<file path="src/rtl/sap1_controller_if.sv">
// Bus-side signal bundle between the SAP-1 instruction register and the controller-sequencer.
// The master side supplies the opcode; the slave (controller) drives CON, T and HLT.
interface sap1_controller_if;
    logic [4:1]  OPCODE;
    logic [12:1] CON;
    logic [6:1]  T;
    logic        HLT;

    modport master (output OPCODE, input CON, input T, input HLT);
    modport slave  (input OPCODE, output CON, output T, output HLT);
endinterface

</file>
<file path="src/rtl/sap1_controller.sv">
// SAP-1 controller-sequencer: six-state one-hot ring counter plus a T-state/opcode decoder
// that produces the 12-bit control word CON (Cp Ep Lm_bar CE_bar Li_bar Ei_bar La_bar Ea Su Eu Lb_bar Lo_bar).
//
// state | meaning
// T1    | fetch: PC onto bus, load MAR
// T2    | fetch: increment PC
// T3    | fetch: RAM onto bus, load IR
// T4    | execute 1 (also where HLT is detected and the ring freezes)
// T5    | execute 2
// T6    | execute 3
module sap1_controller #(
    parameter logic [3:0] OP_LDA = 4'h0,
    parameter logic [3:0] OP_ADD = 4'h1,
    parameter logic [3:0] OP_SUB = 4'h2,
    parameter logic [3:0] OP_OUT = 4'hE,
    parameter logic [3:0] OP_HLT = 4'hF
) (
    input  logic              CLK,
    input  logic              CLR,
    sap1_controller_if.slave  bus
);

    typedef enum logic [5:0] {
        ST_T1 = 6'b000001,
        ST_T2 = 6'b000010,
        ST_T3 = 6'b000100,
        ST_T4 = 6'b001000,
        ST_T5 = 6'b010000,
        ST_T6 = 6'b100000
    } state_e;

    localparam logic [12:1] CON_IDLE    = 12'h3E3;
    localparam logic [12:1] CON_FETCH1  = 12'h5E3;
    localparam logic [12:1] CON_FETCH2  = 12'hBE3;
    localparam logic [12:1] CON_FETCH3  = 12'h263;
    localparam logic [12:1] CON_IR_MAR  = 12'h1A3;
    localparam logic [12:1] CON_RAM_A   = 12'h2C3;
    localparam logic [12:1] CON_RAM_B   = 12'h2E1;
    localparam logic [12:1] CON_ALU_ADD = 12'h3C7;
    localparam logic [12:1] CON_ALU_SUB = 12'h3CF;
    localparam logic [12:1] CON_A_OUT   = 12'h3F2;

    state_e      r_state;
    logic        r_halted;
    state_e      w_next;
    logic        w_halted_next;
    logic [12:1] w_con;
    logic        w_hlt;

    always_ff @(posedge CLK) begin
        if (CLR) begin
            r_state  <= ST_T1;
            r_halted <= 1'b0;
        end else begin
            r_state  <= w_next;
            r_halted <= w_halted_next;
        end
    end

    always_comb begin
        w_next        = ST_T1;
        w_halted_next = r_halted;
        w_con         = CON_IDLE;
        w_hlt         = r_halted;

        if (r_halted) begin
            w_next = ST_T4;
        end else begin
            case (r_state)
                ST_T1: begin
                    w_next = ST_T2;
                    w_con  = CON_FETCH1;
                end
                ST_T2: begin
                    w_next = ST_T3;
                    w_con  = CON_FETCH2;
                end
                ST_T3: begin
                    w_next = ST_T4;
                    w_con  = CON_FETCH3;
                end
                ST_T4: begin
                    if (bus.OPCODE == OP_HLT) begin
                        w_next        = ST_T4;
                        w_halted_next = 1'b1;
                        w_hlt         = 1'b1;
                    end else begin
                        w_next = ST_T5;
                        if (bus.OPCODE == OP_LDA || bus.OPCODE == OP_ADD || bus.OPCODE == OP_SUB)
                            w_con = CON_IR_MAR;
                        else if (bus.OPCODE == OP_OUT)
                            w_con = CON_A_OUT;
                    end
                end
                ST_T5: begin
                    w_next = ST_T6;
                    if (bus.OPCODE == OP_LDA)
                        w_con = CON_RAM_A;
                    else if (bus.OPCODE == OP_ADD || bus.OPCODE == OP_SUB)
                        w_con = CON_RAM_B;
                end
                ST_T6: begin
                    w_next = ST_T1;
                    if (bus.OPCODE == OP_ADD)
                        w_con = CON_ALU_ADD;
                    else if (bus.OPCODE == OP_SUB)
                        w_con = CON_ALU_SUB;
                end
                // Non-one-hot (e.g. X at power-up) falls back to T1 on the next edge.
                default: begin
                    w_next = ST_T1;
                end
            endcase
        end

        if (CLR) begin
            w_con = CON_IDLE;
            w_hlt = 1'b0;
        end
    end

    assign bus.T   = r_state;
    assign bus.CON = w_con;
    assign bus.HLT = w_hlt;

endmodule
</file>
<file path="src/flat_wrapper.sv">
// flat-port wrapper written by rule: the top's interface ports become plain ports
module sap1_controller_flat 
#(
    parameter logic [3:0] OP_LDA = 4'h0,
    parameter logic [3:0] OP_ADD = 4'h1,
    parameter logic [3:0] OP_SUB = 4'h2,
    parameter logic [3:0] OP_OUT = 4'hE,
    parameter logic [3:0] OP_HLT = 4'hF
)
  (CLK, CLR, bus_OPCODE, bus_CON, bus_T, bus_HLT);
  sap1_controller_if bus_i ();
  input  logic CLK;
  input  logic CLR;
  input wire logic [$bits(bus_i.OPCODE)-1:0] bus_OPCODE;
  output wire logic [$bits(bus_i.CON)-1:0] bus_CON;
  output wire logic [$bits(bus_i.T)-1:0] bus_T;
  output wire logic [$bits(bus_i.HLT)-1:0] bus_HLT;
  assign bus_i.OPCODE = bus_OPCODE;
  assign bus_CON = bus_i.CON;
  assign bus_T = bus_i.T;
  assign bus_HLT = bus_i.HLT;
  sap1_controller #(.OP_LDA(OP_LDA), .OP_ADD(OP_ADD), .OP_SUB(OP_SUB), .OP_OUT(OP_OUT), .OP_HLT(OP_HLT)) u_core (.CLK(CLK), .CLR(CLR), .bus(bus_i));
endmodule
</file>
<file path="config.mk">
export PLATFORM = sky130hd
export DESIGN_NAME = sap1_controller_flat
export DESIGN_NICKNAME = d
export VERILOG_FILES = /design/src/rtl/sap1_controller_if.sv /design/src/rtl/sap1_controller.sv /design/src/flat_wrapper.sv
export SDC_FILE = /design/constraint.sdc
export NUM_CORES = 1
export LEC_CHECK = 0
export CORE_MARGIN = 4
export CORE_UTILIZATION = 38
export CTS_CLUSTER_DIAMETER = 100
export DETAILED_ROUTE_END_ITERATION = 12
export HOLD_SLACK_MARGIN = 0.1
export PLACE_DENSITY = 0.76
export SETUP_SLACK_MARGIN = 0.02
export SLEW_MARGIN = 10
export SYNTH_ARGS = -nofsm -noshare
export SYNTH_HDL_FRONTEND = slang
export SYNTH_SLANG_ARGS = --single-unit
</file>
<file path="constraint.sdc">
create_clock -name CLK -period 1.7 [get_ports CLK]
set_clock_uncertainty 0.05 [all_clocks]
set_input_delay 0.34 -clock CLK [delete_from_list [all_inputs] [get_ports CLK]]
set_output_delay 0.34 -clock CLK [all_outputs]
set_load 0.01 [all_outputs]
</file>
# [Yosys cells after proc, flatten, opt, wreduce, memory -nomap -nowiden]
# Index checks and enable logic that the tools add are counted.
[classes] n_eq_ne=10 mux=17 n_reduce_logical=5
[ops] operator="$mux 12" n=6
[ops] operator="$pmux 12 s6" n=1
[ops] operator="$pmux 6 s5" n=1
[ops] operator="$mux 5" n=2
[ops] operator="$mux 9" n=1
[ops] operator="$eq 4x4->1 const B" n=2
[ops] operator="$eq 6x1->1 const B" n=1
[ops] operator="$eq 6x2->1 const B" n=1
[ops] operator="$eq 6x3->1 const B" n=1
[ops] operator="$eq 6x4->1 const B" n=1
[ops] operator="$eq 6x5->1 const B" n=1
[ops] operator="$eq 6x6->1 const B" n=1
[ops] operator="$mux 6" n=1
[ops] operator="$eq 4x1->1 const B" n=1
[ops] operator="$eq 4x2->1 const B" n=1
[ops] operator="$logic_not 4->1" n=1
[ops] operator="$mux 1" n=4
[ops] operator="$mux 4" n=1
[ops] operator="$logic_or 1x1->1" n=3
[ops] operator="$reduce_or 2->1" n=1
[word_totals] ff_bits=7 out_inout_bits=19 elab_cells=35

# [Logic depth before layout (Yosys ltp)]
# Gate-level depths: netlist of run 1.
[depth] word_depth=8 mapped_depth=4

# [Worst setup path after synthesis of run 1]
# OpenSTA, ideal clock, no wires.
[synth_path] kind="flip-flop to output port" start="reg u_core.r_state[4] (netlist: u_core.bus.T[5])" end="out bus_CON[6]" t_arrival_ps=1303 required_time_ps=1310 path_slack_ps=7 path_stages_with_launch=5 path_cell_list="dfxtp_1 > buf_6 > nor3_4 > nand2_2 > or4_1"
[synth_between] elab_chain_cells=4 elab_cells_between_ends=9
[synth_rtl] item="from (decl)" line="sap1_controller.sv:43" source="state_e r_state;"
[synth_rtl] item="from (signal assigned)" line="sap1_controller.sv:55" source="r_state <= w_next;"
[synth_rtl] item="$eq 6x6->1 (tied with other cells)" line="sap1_controller.sv:69" source="case (r_state)"
[synth_rtl] item="$pmux 12 s6 (*)" line="sap1_controller.sv:69"
[synth_rtl] item="$mux 12 (*)" line="sap1_controller.sv:66" source="if (r_halted) begin"
[synth_rtl] item="$mux 12 (*)" line="sap1_controller.sv:116" source="if (CLR) begin"
[synth_rtl] item="to (decl)" line="flat_wrapper.sv:15" source="output wire logic [$bits(bus_i.CON)-1:0] bus_CON;"
# Mark *: on every way between the ends. The rest lies on a longest branch, timed or not.

# [Final worst setup path of run 1]
[layout_path] start="reg u_core.r_state[2] (netlist: u_core.bus.T[3])" end="out bus_CON[6]"
# The elaborated chain is that of the path after synthesis.

==> impl_metrics.yaml, run 1 <==
run_status:
  status: "finished with violations"
  violations: "setup timing"
placed_design:
  place_congestion: 0.741
  dp_hpwl_um: 1360
  portBuffers: 24
  dp.cells: 121
  dpl_cell_area_um2: 937
sta:
  setup_slack_ps: -259
  setup-violations-final: 12
  finalSetupTns_ps: -1880
  maxSlewHeadroom_pct: 77.3
  rsz0062_at_grt: "yes"
  clock.fmax_ghz: 0.510
  finalMaxSlewViolations: 0
  finalCritPeriodShare_pct: 115
  fin_crit_ps: 1960
  tightest_slew_ps: 336
  finalHoldViolations: 0
global_routing:
  grt-ovfl-total: 0
  grt_pass1_wl_um: 3280
  track_usage_pct: 23.3
  grt_pass1_vias: 711
  grt_start_max_net_pins: 10
  antenna_found_initial: 0
synthesis:
  synth_common_cells: "dfxtp_1 (7), nor3_1 (5), nor2_1 (4)"
  syn_nets: 69
  ys_async_sr_fraction_pct: 0
  avgSynthCellArea_um2: 8.28
  ys_seq_area_share_pct: 26.9
  synth_top_area_cell: "dfxtp_1"
  yosysMostFrequentCell: "dfxtp_1"
  synth_flop_cell: "dfxtp_1"
  yosysTopAreaCellShare_pct: 26.9
  yosys_warnings: 0
  netlist_instances: 63
  synth_edf_count: 0
  yosys.cell_types.count: 36
  syn_area_um2: 522
  netlist_top_cells_area: "dfxtp_1 (27%), xor2_1 (5.0%), nor3_1 (4.8%)"
  synth-seq-cells: 7
detailed_routing:
  routed_wl_um: 2180
  dr.pass1.iters: 3
  route.detailed.drc: 0
  ant_nets: 0
  num_vias: 749
  vias_per_cell: 5.47
  drtIter0Drc: 14
  post_drt_wl_per_cell_um: 15.9
cts:
  cts_buffer_depth: 2
  cts_buffers: 3
  cts_tree: "done"
  path_clk_slew_ps: 60
  insertion_delay_ps: 270
  cts_max_level: 1
  cts-root-buf: "clkbuf_4"
  ctsHoldBuffers: 0
  cts_sinks: 7
cells_and_area:
  final-instance-count-excl-fill: 137
  num-fill-cells: 86
  syn_to_final_growth_pct: 107
  fin_nets: 129
  drive_gt1_share_pct: 67.2
  final_cell_area_mm2: 0.00108
  final_util_pct: 83.1
  insertedDiodeCount: 0
floorplan:
  boundaryPins: 25
  rows: 13
  fp.dieW_um: 45.1
  start_util_pct: 40.1
  core_mm2: 0.00130
  die_h_um: 45.1
  die-area_mm2: 0.00203
power:
  powerDensity_mw_per_mm2: 776
  power_w: 0.000839
  p_leak_nw: 0.499
  irDropWorstVdd_uv: 688
critical_path:
  reg2reg_slack_ps: 240
  required_ps: 1310
  endpoint_kind: "output pin"
  start_kind: "register"
  crit_path_max_fanout: 4
  r2r_start: "u_core.bus.T[3]"
  crit_type: "reg2out"
  crit_start: "u_core.bus.T[3]"
  critical_path_arrival_ps: 1570
worst_hold_path:
  min_from: "bus_OPCODE[2]"
  hp-class: "in2reg"
job:
  drv_cap: 0
through the flow:
step                      hold slack [ps]  setup slack [ps]
after floorplan                       359              35.6
after global placement                542              -791
after detailed placement              555              -797
after CTS                             447              -196
after global routing                  448              -306
final                                 461              -259
timing repair:
action,in CTS,in global routing
buffers inserted,7,7
endpoints found under the setup margin,18,13
pin swaps,9,6
resized for setup,94,17
flip-flops by register name, indices dropped and copies added, names as in the netlist:
signal and cells:
u_core.r_halted 1, u_core.bus.T 6
per-layer routing:
metal | global-route usage (%) | wire (µm) | vias to the layer above
li1 | - | - | 359
met5 | 0 | 0 | -
met1 | 27.2 | 908 | 361
met4 | 17.0 | 78 | 0
met2 | 36.4 | 1100 | 22
met3 | 5.98 | 90 | 7
worst paths after layout:
path                                        end  cells past startpoint
worst max-delay path                 bus_CON[6]                      4
worst min-delay path            u_core.bus.T[5]                      3
worst max register to register  u_core.bus.T[1]                      7
worst min register to register  u_core.bus.T[4]                      2
placed cells by master, fill, tap and decap left out, types with 3 or more instances in the layout:
master	instances
dfxtp_2	4
nor3_2	3
xor2_1	3
dlygate4sd2_1	4
clkbuf_4	3
nor2_1	4
nand4_1	3
buf_6	10
buf_2	12
buf_4	32
critical path, cell delays in order (launching register included):
cell	delay, ps
dfxtp_2	330
nor3_4	260
nand2_2	140
or4_4	430
buf_6	140
power breakdown:
| part | total [W] | switching (W) | internal (W) |
|---|---|---|---|
| clock | 0.000166 | 0.0000755 | 0.0000905 |
| combinational | 0.000445 | 0.000195 | 0.000250 |
| sequential | 0.000227 | 0.0000352 | 0.000192 |
| total | 0.000839 | 0.000306 | 0.000533 |
layout make-up:
| class | instances | area [µm²] | area share [%] |
|---|---|---|---|
| timing repair buffer | 61 | 473 | 43.7 |
| multi-input combinational | 49 | 407 | 37.6 |
| sequential | 7 | 153 | 14.1 |
| clock buffer | 4 | 26.3 | 2.43 |
| tap | 15 | 18.8 | 1.74 |
| inverter | 1 | 3.75 | 0.347 |
cells by family (layout without fill, tap and decap cells):
family,after synthesis,in the layout,share of synthesized area [%]
AO/OA/AOI/OAI,9,9,11.8
AND/OR/NAND/NOR,37,37,48.9
buffers and inverters,7,66,7.43
XOR/XNOR,3,3,5.04
flip-flops,7,7,26.9
(Power assumes the default switching activity.)
==> inputs of run 2 (changes only) <==
GPL_ROUTABILITY_DRIVEN = 1   (was not set)
==> results of run 2 <==
The final DEF is identical to that of run 1; final timing and power are the same.
